File: src/rtl/video_timing_gen.sv
// video_timing_gen: raster timing source for the display path.
// Produces registered pixel coordinates together with de/hsync/vsync and
// line/frame start pulses. All fields in a given cycle describe the same
// raster position, so the downstream pipe_buf stages can delay them as a group.

module video_timing_gen #(
    parameter int H_ACTIVE = 640,
    parameter int H_FP     = 16,
    parameter int H_SYNC   = 96,
    parameter int H_BP     = 48,
    parameter int V_ACTIVE = 480,
    parameter int V_FP     = 10,
    parameter int V_SYNC   = 2,
    parameter int V_BP     = 33,
    parameter bit HS_POL   = 1'b0,
    parameter bit VS_POL   = 1'b0,
    localparam int H_TOTAL = H_ACTIVE + H_FP + H_SYNC + H_BP,
    localparam int V_TOTAL = V_ACTIVE + V_FP + V_SYNC + V_BP,
    localparam int HW      = $clog2(H_TOTAL),
    localparam int VW      = $clog2(V_TOTAL)
) (
    input  logic          clk,
    input  logic          rst_n,
    input  logic          ce,
    output logic [HW-1:0] hpos,
    output logic [VW-1:0] vpos,
    output logic          de,
    output logic          hsync,
    output logic          vsync,
    output logic          line_start,
    output logic          frame_start
);

    // Region boundaries, pre-sized to the counter widths. Every boundary lies
    // strictly below the total because each porch is at least one unit wide.
    localparam logic [HW-1:0] H_LAST   = HW'(H_TOTAL - 1);
    localparam logic [HW-1:0] H_ACT_END = HW'(H_ACTIVE);
    localparam logic [HW-1:0] H_SYNC_BEG = HW'(H_ACTIVE + H_FP);
    localparam logic [HW-1:0] H_SYNC_END = HW'(H_ACTIVE + H_FP + H_SYNC);
    localparam logic [VW-1:0] V_LAST   = VW'(V_TOTAL - 1);
    localparam logic [VW-1:0] V_ACT_END = VW'(V_ACTIVE);
    localparam logic [VW-1:0] V_SYNC_BEG = VW'(V_ACTIVE + V_FP);
    localparam logic [VW-1:0] V_SYNC_END = VW'(V_ACTIVE + V_FP + V_SYNC);

    // A zero-width region would collapse the raster; refuse to build.
    generate
        if (H_ACTIVE <= 0 || H_FP <= 0 || H_SYNC <= 0 || H_BP <= 0 ||
            V_ACTIVE <= 0 || V_FP <= 0 || V_SYNC <= 0 || V_BP <= 0) begin : g_bad_params
            $error("video_timing_gen: every timing parameter must be non-zero");
        end
    endgenerate

    // High from reset until the first enabled cycle, which must present (0,0)
    // rather than advancing past it.
    logic          armed;
    logic [HW-1:0] nxt_h;
    logic [VW-1:0] nxt_v;
    logic          nxt_de;
    logic          nxt_hs_act;
    logic          nxt_vs_act;

    // Next raster position and the region decodes for that position.
    always_comb begin
        // NOTE: every always_comb output gets a default first so no path can infer a latch.
        nxt_h = hpos + HW'(1);
        nxt_v = vpos;
        if (armed) begin
            nxt_h = '0;
            nxt_v = '0;
        end else if (hpos == H_LAST) begin
            nxt_h = '0;
            nxt_v = (vpos == V_LAST) ? '0 : vpos + VW'(1);
        end
        nxt_de     = (nxt_h < H_ACT_END) && (nxt_v < V_ACT_END);
        nxt_hs_act = (nxt_h >= H_SYNC_BEG) && (nxt_h < H_SYNC_END);
        // nxt_v only moves together with nxt_h returning to 0, so vsync can
        // only change on the cycle that presents the start of a line.
        nxt_vs_act = (nxt_v >= V_SYNC_BEG) && (nxt_v < V_SYNC_END);
    end

    // Register position, region flags and start pulses; pulses last one enabled cycle.
    always_ff @(posedge clk or negedge rst_n) begin
        // NOTE: sequential state uses non-blocking assignment so every register samples pre-edge values.
        if (!rst_n) begin
            armed       <= 1'b1;
            hpos        <= '0;
            vpos        <= '0;
            de          <= 1'b0;
            hsync       <= ~HS_POL;
            vsync       <= ~VS_POL;
            line_start  <= 1'b0;
            frame_start <= 1'b0;
        end else if (ce) begin
            armed       <= 1'b0;
            hpos        <= nxt_h;
            vpos        <= nxt_v;
            de          <= nxt_de;
            hsync       <= nxt_hs_act ? HS_POL : ~HS_POL;
            vsync       <= nxt_vs_act ? VS_POL : ~VS_POL;
            line_start  <= (nxt_h == '0);
            frame_start <= (nxt_h == '0) && (nxt_v == '0);
        end else begin
            line_start  <= 1'b0;
            frame_start <= 1'b0;
        end
    end

endmodule

File: config.mk
export PLATFORM = sky130hd
export DESIGN_NAME = video_timing_gen
export DESIGN_NICKNAME = d
export VERILOG_FILES = /design/src/rtl/video_timing_gen.sv
export SDC_FILE = /design/constraint.sdc
export NUM_CORES = 1
export LEC_CHECK = 0
export CORE_MARGIN = 3
export CORE_UTILIZATION = 58
export DETAILED_ROUTE_END_ITERATION = 12
export PLACE_DENSITY = 0.85
export SLEW_MARGIN = 25
export SYNTH_ARGS = -nofsm -noshare
export SYNTH_HDL_FRONTEND = slang
export SYNTH_SLANG_ARGS = --single-unit
File: constraint.sdc
create_clock -name clk -period 6.4 [get_ports clk]
set_input_delay 1.6 -clock clk [delete_from_list [all_inputs] [get_ports clk]]
set_output_delay 1.6 -clock clk [all_outputs]
set_load 0.1 [all_outputs]
[Word level (Yosys, flattened, before mapping)]
Index checks and enable logic that the tools add are counted.
Operators by class
  magnitude comparators: 6
  add/sub/neg operators: 2
  equality and inequality tests: 2
  multiplexer cells: 9
  reductions and logical operators: 6
Operators by type and width (count)
  10-bit two-way mux: 5
  10-bit by 1-bit adder with 10-bit output, second input constant: 2
  10-bit == test, second input constant: 2
  10-bit zero test: 2
  10-bit < comparator, second input constant: 2
  10-bit by 9-bit < comparator with 1-bit output, second input constant: 2
  10-bit >= comparator, second input constant: 1
  10-bit by 9-bit >= comparator with 1-bit output, second input constant: 1
  1-bit logical AND: 4
  1-bit two-way mux: 4
Storage, ports and cells
  logic and storage cells: 33
  output and inout port bits: 25
  flip-flop bits (word level): 26

[Longest topological paths before layout]
Gate-level depths: netlist of run 1.
  word-level depth: 7
  depth in mapped cells: 8
  mapped depth without buffers: 8

[Least setup slack after synthesis of run 1]
Ideal clock, no wire load.
  kind: register to register
  start: register hpos[0]
  end: register de
  data arrival time: 2.862 ns
  buffers on the path: 0
  period minus slack after synthesis: 2.997 ns
  required time: 6.265 ns
  slack: 3.403 ns
  cell stages (with the launch flop): 8
  library setup time: 0.135 ns
  path through: dfrtp_1 ha_1 nand4_1 nor4_1 nand3_1 xor2_1 nor4bb_1 o41ai_2
Between the ends
  word-level cells in the longest chain between the ends: 5
RTL lines
  from (decl): line 25  | output logic [HW-1:0] hpos,
  from (signal assigned): line 95  | hpos <= nxt_h;
  10-bit by 1-bit adder with 10-bit output / 10-bit == test (equally long branches): line 65, 70
  10-bit two-way mux: line 70  | end else if (hpos == H_LAST) begin
  10-bit two-way mux: line 67  | if (armed) begin
  10-bit < comparator / 10-bit by 9-bit < comparator with 1-bit output (equally long branches): line 74  | nxt_de = (nxt_h < H_ACT_END) && (nxt_v < V_ACT_END);
  1-bit logical AND *: line 74
  to (signal assigned): line 97  | de <= nxt_de;
  to (decl): line 27  | output logic de,
Mark *: on every way between the ends. The rest lies on a longest branch, timed or not.
A chain may end at the register's enable or synchronous reset.

[Worst setup path after layout of run 1]
  start: register hpos[5]
  end: output hpos[5]
No word-level cell between the ends.

==> results.json, run 1 <==
{
  "first_pass_iters": 5,
  "final_cell_mix": "clkdlybuf4s50_1 (27), nand2_1 (24), dfrtp_1 (23)",
  "core_um2": 2850,
  "p_int_uw": 292,
  "hold_path_class": "flip-flop to flip-flop",
  "routabilityCongestion": 0.969,
  "die_h_um": 61.7,
  "met2_usage_pct": 39.2,
  "antenna_left": 0,
  "setup_viol": 0,
  "rsz0062_at_grt": "false",
  "wl_per_cell_um": 17.0,
  "status": "complete, no violations",
  "fin_tns_setup_ps": 0,
  "mostFrequentLayoutCell": "clkdlybuf4s50_1",
  "cp_slowest_cell": "clkdlybuf4s50_1",
  "ctsResizeCount": 0,
  "busiest_layer": "met2",
  "yosys_warnings": 0,
  "regArea_um2": 654,
  "path_cells": "clkdlybuf4s50_1",
  "fin_util_pct": 73.6,
  "cts_tree": "yes",
  "multi_input_area_um2": 1050,
  "cts_buffers": 3,
  "grt_max_degree": 31,
  "worst_pin_slew_ps": 984,
  "swShare_pct": 49.4,
  "final-max-slew-violation-count": 0,
  "synth-edff-count": 0,
  "hold_viol": 0,
  "clk_latency_ps": 320,
  "syn-cell-area_um2": 1800,
  "power_frac_seq_pct": 38.9,
  "grtUsageTotal_pct": 25.4,
  "worst_slack_ps": 2600,
  "critPathBufInv": 1,
  "dieArea_um2": 3800,
  "postCtsSetupBuffers": 0,
  "ys_types": 54,
  "place_ws_ps": 3000,
  "yosysTopAreaCell": "dfrtp_1",
  "p_leak_nw": 0.874,
  "cts_sinks": 26,
  "row_count": 19,
  "hold_buffers": 0,
  "syn_nets": 218,
  "clk_path_buf_depth": 2,
  "power_frac_clock_pct": 14.6,
  "viasPerCell": 6.61,
  "drcViolationCount": 0,
  "arrival_ps": 2200,
  "place.port_buffers": 27,
  "slowest_delay_ps": 1220,
  "drive_above_1_share_pct": 7.83,
  "endpoint_kind": "output port",
  "synth_top_area_share_pct": 32.0,
  "syn_area_per_cell_um2": 8.48,
  "antenna_found_initial": 0,
  "cp_top_family": "buffers and inverters",
  "period_needed_ps": 3800,
  "crit_fanout": 16,
  "slew_headroom_pct": 34.2,
  "async_flop_share_pct": 100,
  "routed_wl_um": 4440,
  "finClkSkew_ps": 4.57,
  "switchingPower_uw": 285,
  "n_fill_cell": 238,
  "start_util_pct": 63.0,
  "antennaDiodeCount": 0,
  "path_class": "flip-flop to output port",
  "ys_ff_latch": 26,
  "htree_levels": 1,
  "layout.nets": 237,
  "first_global_vias": 1511,
  "drv_cap": 0,
  "ios": 28,
  "vdd_drop_max_mv": 0.248,
  "vias": 1726,
  "synth.area.top_cells": "dfrtp_1 (32%), nand2_1 (5.0%), dfstp_2 (4.4%)",
  "p_per_area_nw_per_um2": 275,
  "grt_pass1_wl_um": 7150,
  "clkTransAtPathRegs_ps": 140,
  "gr-usage-met1_pct": 36.7,
  "synthFlopType": "dfrtp_1",
  "dpl.hpwl_um": 3200,
  "cts.root.buffer_cell": "clkbuf_4",
  "start_kind": "flip-flop",
  "p_comb_share_pct": 46.5,
  "grt_util_met3_pct": 3.98,
  "finalCritPeriodShare_pct": 59.3,
  "fp.dieW_um": 61.7,
  "postSynthCellCount": 212,
  "ys_seq_area_share_pct": 36.4,
  "hold_slack_ps": 507,
  "fmax_ghz": 0.263,
  "drt_iter0_markers": 121,
  "worstPathRequired_ps": 4800,
  "grt_overflow": 0,
  "area_growth_pct": 16.8
}
==> area by class of cell <==
cell class | instances | area share, %
Tap cell | 31 | 1.85
Timing Repair Buffer | 29 | 13.6
Inverter | 9 | 1.61
Clock buffer | 4 | 1.73
Sequential cell | 26 | 31.2
Multi-Input combinational cell | 162 | 50.1
==> layer usage <==
metal / vias to the layer above / wire, um
met5: - / 0
met2: 76 / 2020
met3: 5 / 277
met4: 0 / 46
li1: 818 / -
met1: 827 / 2100
==> cell families after synthesis <==
| kind of cell | after synthesis | synth area share [%] |
|---|---|---|
| compound gates | 52 | 19.8 |
| buf+inv | 24 | 5.15 |
| flops | 26 | 36.4 |
| simple gates | 89 | 27.2 |
| xor+xnor | 13 | 6.33 |
| mux | 4 | 2.44 |
| fa+ha+maj | 4 | 2.64 |
==> Yosys cell counts, types with 2 or more instances <==
library cell and n:
mux2_2 3, nor2_1 12, nand4_1 5, inv_1 8
nand2b_1 2, o21ai_0 15, or2_2 2, nor4b_1 2
o31ai_1 4, or3_1 3, o2bb2ai_1 2, nand2_1 24
ha_1 3, buf_2 2, o211ai_1 2, dfstp_2 3
a31oi_1 8, nor3_1 4, xor2_1 6, dfrtp_1 23
and4_1 3, and3_1 6, a21o_1 2, nor4_1 4
clkbuf_1 12, a21oi_1 6, xnor2_1 7, nor4bb_1 3
o21a_1 2, nand3_1 10
==> power by group through the flow <==
stage	Combinational, mW	Clock, mW	Sequential [mW]
after floorplan	0.0975	0	0.335
after global placement	0.265	0	0.224
after detailed placement	0.268	0	0.227
after CTS	0.268	0.0862	0.223
after global routing	0.282	0.0929	0.230
final	0.268	0.0844	0.224
==> worst paths after layout <==
kind / startpoint / end / slack [ps] / cells after the start
setup reg to reg: hpos[0] / vsync / 3430 / 7
hold / removal: hsync / hsync / 510 / 2
hold reg to reg: hsync / hsync / 510 / 2
max in group asynchronous: rst_n / armed / 4480 / 2
min in group asynchronous: rst_n / vpos[2] / 1630 / 2
setup / recovery: hpos[5] / hpos[5] / 2600 / 1
==> flip-flops by register name, indices dropped and copies added, names as in the netlist <==
register     count
hpos            10
vpos            10
armed            1
de               1
hsync            1
frame_start      1
vsync            1
line_start       1
==> through the flow <==
stage,total power [mW],instances,cell area [um^2]
2_1_floorplan,0.433,212,1800
3_3_place_gp,0.488,257,2060
3_5_place_dp,0.494,257,2060
4_1_cts,0.578,261,2100
5_1_grt,0.606,261,2100
6_report,0.577,261,2100
Note: power is estimated with default switching activity, not from simulation.
==> inputs of run 2 (changes only) <==
--- a/config.mk
+++ b/config.mk
@@ -6,9 +6,9 @@
 export NUM_CORES = 1
 export LEC_CHECK = 0
 export CORE_MARGIN = 3
-export CORE_UTILIZATION = 58
+export CORE_UTILIZATION = 54
 export DETAILED_ROUTE_END_ITERATION = 12
-export PLACE_DENSITY = 0.85
+export PLACE_DENSITY = 0.8
 export SLEW_MARGIN = 25
 export SYNTH_ARGS = -nofsm -noshare
 export SYNTH_HDL_FRONTEND = slang
==> constraint.sdc (replaced) <==
create_clock -name clk -period 3.7 [get_ports clk]
set_input_delay 0.925 -clock clk [delete_from_list [all_inputs] [get_ports clk]]
set_output_delay 0.925 -clock clk [all_outputs]
set_load 0.1 [all_outputs]
==> run 2 against run 1 <==
Die area grew 6.7%. Count of clock-buffer cells in the layout is the same. Clock skew shrank 3.5 ps. Critical path type is now flip-flop to flip-flop. Core utilization shrank 7.2 points. Register-to-register slack lost 2600 ps. Cell count grew 5.0%. First-iteration DRC count shrank 18%. Global-route usage shrank 2.8 points.
==> results.json, run 2 (synthesis gave the netlist of run 1 again) <==
{
  "finalCritPeriodShare_pct": 77.4,
  "antennaDiodeCount": 0,
  "fp.dieW_um": 63.7,
  "drv_cap": 0,
  "final_cell_mix": "nand2_1 (24), buf_4 (24), dfrtp_1 (23)",
  "period_needed_ps": 2860,
  "worst_pin_slew_ps": 976,
  "postCtsSetupBuffers": 0,
  "grt_pass1_wl_um": 7400,
  "row_count": 20,
  "cts_buffers": 3,
  "grt_overflow": 0,
  "slew_headroom_pct": 34.7,
  "fmax_ghz": 0.349,
  "met2_usage_pct": 33.9,
  "antenna_left": 0,
  "hold_buffers": 0,
  "cp_slowest_cell": "nor4_1",
  "antenna_found_initial": 0,
  "clk_path_buf_depth": 2,
  "hold_viol": 0,
  "routed_wl_um": 4380,
  "drive_above_1_share_pct": 17.4,
  "cts.root.buffer_cell": "clkbuf_4",
  "clk_latency_ps": 320,
  "dpl.hpwl_um": 3200,
  "power_frac_clock_pct": 14.7,
  "swShare_pct": 49.8,
  "place.port_buffers": 27,
  "status": "complete, no violations",
  "die_h_um": 63.7,
  "rsz0062_at_grt": "false",
  "worstPathRequired_ps": 3900,
  "busiest_layer": "met2",
  "htree_levels": 1,
  "path_cells": "ha_1, nand4_1, nor4_1, nand3_1, xor2_1, nor4bb_1, o41ai_2",
  "drt_iter0_markers": 99,
  "endpoint_kind": "flip-flop",
  "ctsResizeCount": 0,
  "routabilityCongestion": 0.865,
  "first_pass_iters": 4,
  "crit_fanout": 7,
  "reg.largest.list": "hpos: 10 flops, vpos: 10 flops",
  "clkTransAtPathRegs_ps": 140,
  "p_leak_nw": 0.907,
  "finalPower_uw": 986,
  "finClkSkew_ps": 1.08,
  "stdcell_count": 274,
  "grt_max_degree": 31,
  "slowest_delay_ps": 610,
  "critPathBufInv": 0,
  "cts_tree": "yes",
  "wl_per_cell_um": 16.0,
  "grt_util_met3_pct": 3.74,
  "p_per_area_nw_per_um2": 479,
  "dpl_cell_area_um2": 2020,
  "gr-usage-met1_pct": 33.4,
  "first_global_vias": 1527,
  "dp_cells": 270,
  "power_frac_seq_pct": 39.5,
  "fin_area_um2": 2060,
  "start_util_pct": 57.9,
  "area_growth_pct": 14.6,
  "hold_path_class": "flip-flop to flip-flop",
  "core_um2": 3100,
  "grtUsageTotal_pct": 22.6,
  "fin_tns_setup_ps": 0,
  "vdd_drop_max_mv": 0.259,
  "path_class": "flip-flop to flip-flop",
  "final-max-slew-violation-count": 0,
  "vias": 1729,
  "setup_viol": 0,
  "start_kind": "flip-flop",
  "layout.nets": 237,
  "cts_sinks": 26,
  "viasPerCell": 6.31,
  "switchingPower_uw": 492,
  "dieArea_um2": 4060,
  "cp_top_family": "simple AND/OR/NAND/NOR gates",
  "p_comb_share_pct": 45.8,
  "p_int_uw": 495,
  "drcViolationCount": 0,
  "ios": 28,
  "arrival_ps": 3070
}
-- run 2: stage by stage --
step                setup WS [ps]  hold WS, ps  util, %
global placement              995          485     65.2
CTS                           921          497     66.4
floorplan                     703          629        -
global route                  551          511     66.4
finish                        838          497     66.4
detailed placement            951          479     65.2
-- run 2: worst register-to-register path, delay by kind of cell (launching register included) --
| family | cells | cell delay (ps) |
|---|---|---|
| AOI/OAI and AO/OA | 1 | 150 |
| xor gates and xnor gates | 1 | 190 |
| and+or+nand+nor | 4 | 1620 |
| adders and majority gates | 1 | 300 |
| DFF | 1 | 480 |
-- run 2: routing by layer --
metal  vias up  part of all wire (%)
met2        74                    45
li1        814                     -
met3         5                   6.1
met4         0                  0.84
met1       836                    48
met5         -                     0
-- run 2: area by class of cell --
type / count / area, um^2
Multi-Input combinational cell: 162 / 1050
Tap cell: 44 / 55.1
Sequential cell: 26 / 654
Fill cell: 278 / 1040
Timing Repair Buffer: 29 / 230
Clock buffer: 4 / 36.3
Inverter: 9 / 33.8
-- run 2: power groups by stage --
stage | Clock (mW) | Combinational, mW | Sequential, mW
finish | 0.145 | 0.452 | 0.390
CTS | 0.148 | 0.452 | 0.388
detailed placement | 0 | 0.450 | 0.394
floorplan | 0 | 0.169 | 0.580
global route | 0.161 | 0.476 | 0.402
global placement | 0 | 0.448 | 0.391
-- run 2: path summary, 6_finish.rpt --
kind / slack, ps / to / from / cells after the start
min: 500 / hsync / hsync / 2
min in group asynchronous: 950 / hpos[2] / rst_n / 2
max in group asynchronous: 2470 / armed / rst_n / 2
min reg2reg: 500 / hsync / hsync / 2
max: 840 / de / hpos[0] / 7
max reg2reg: 840 / de / hpos[0] / 7
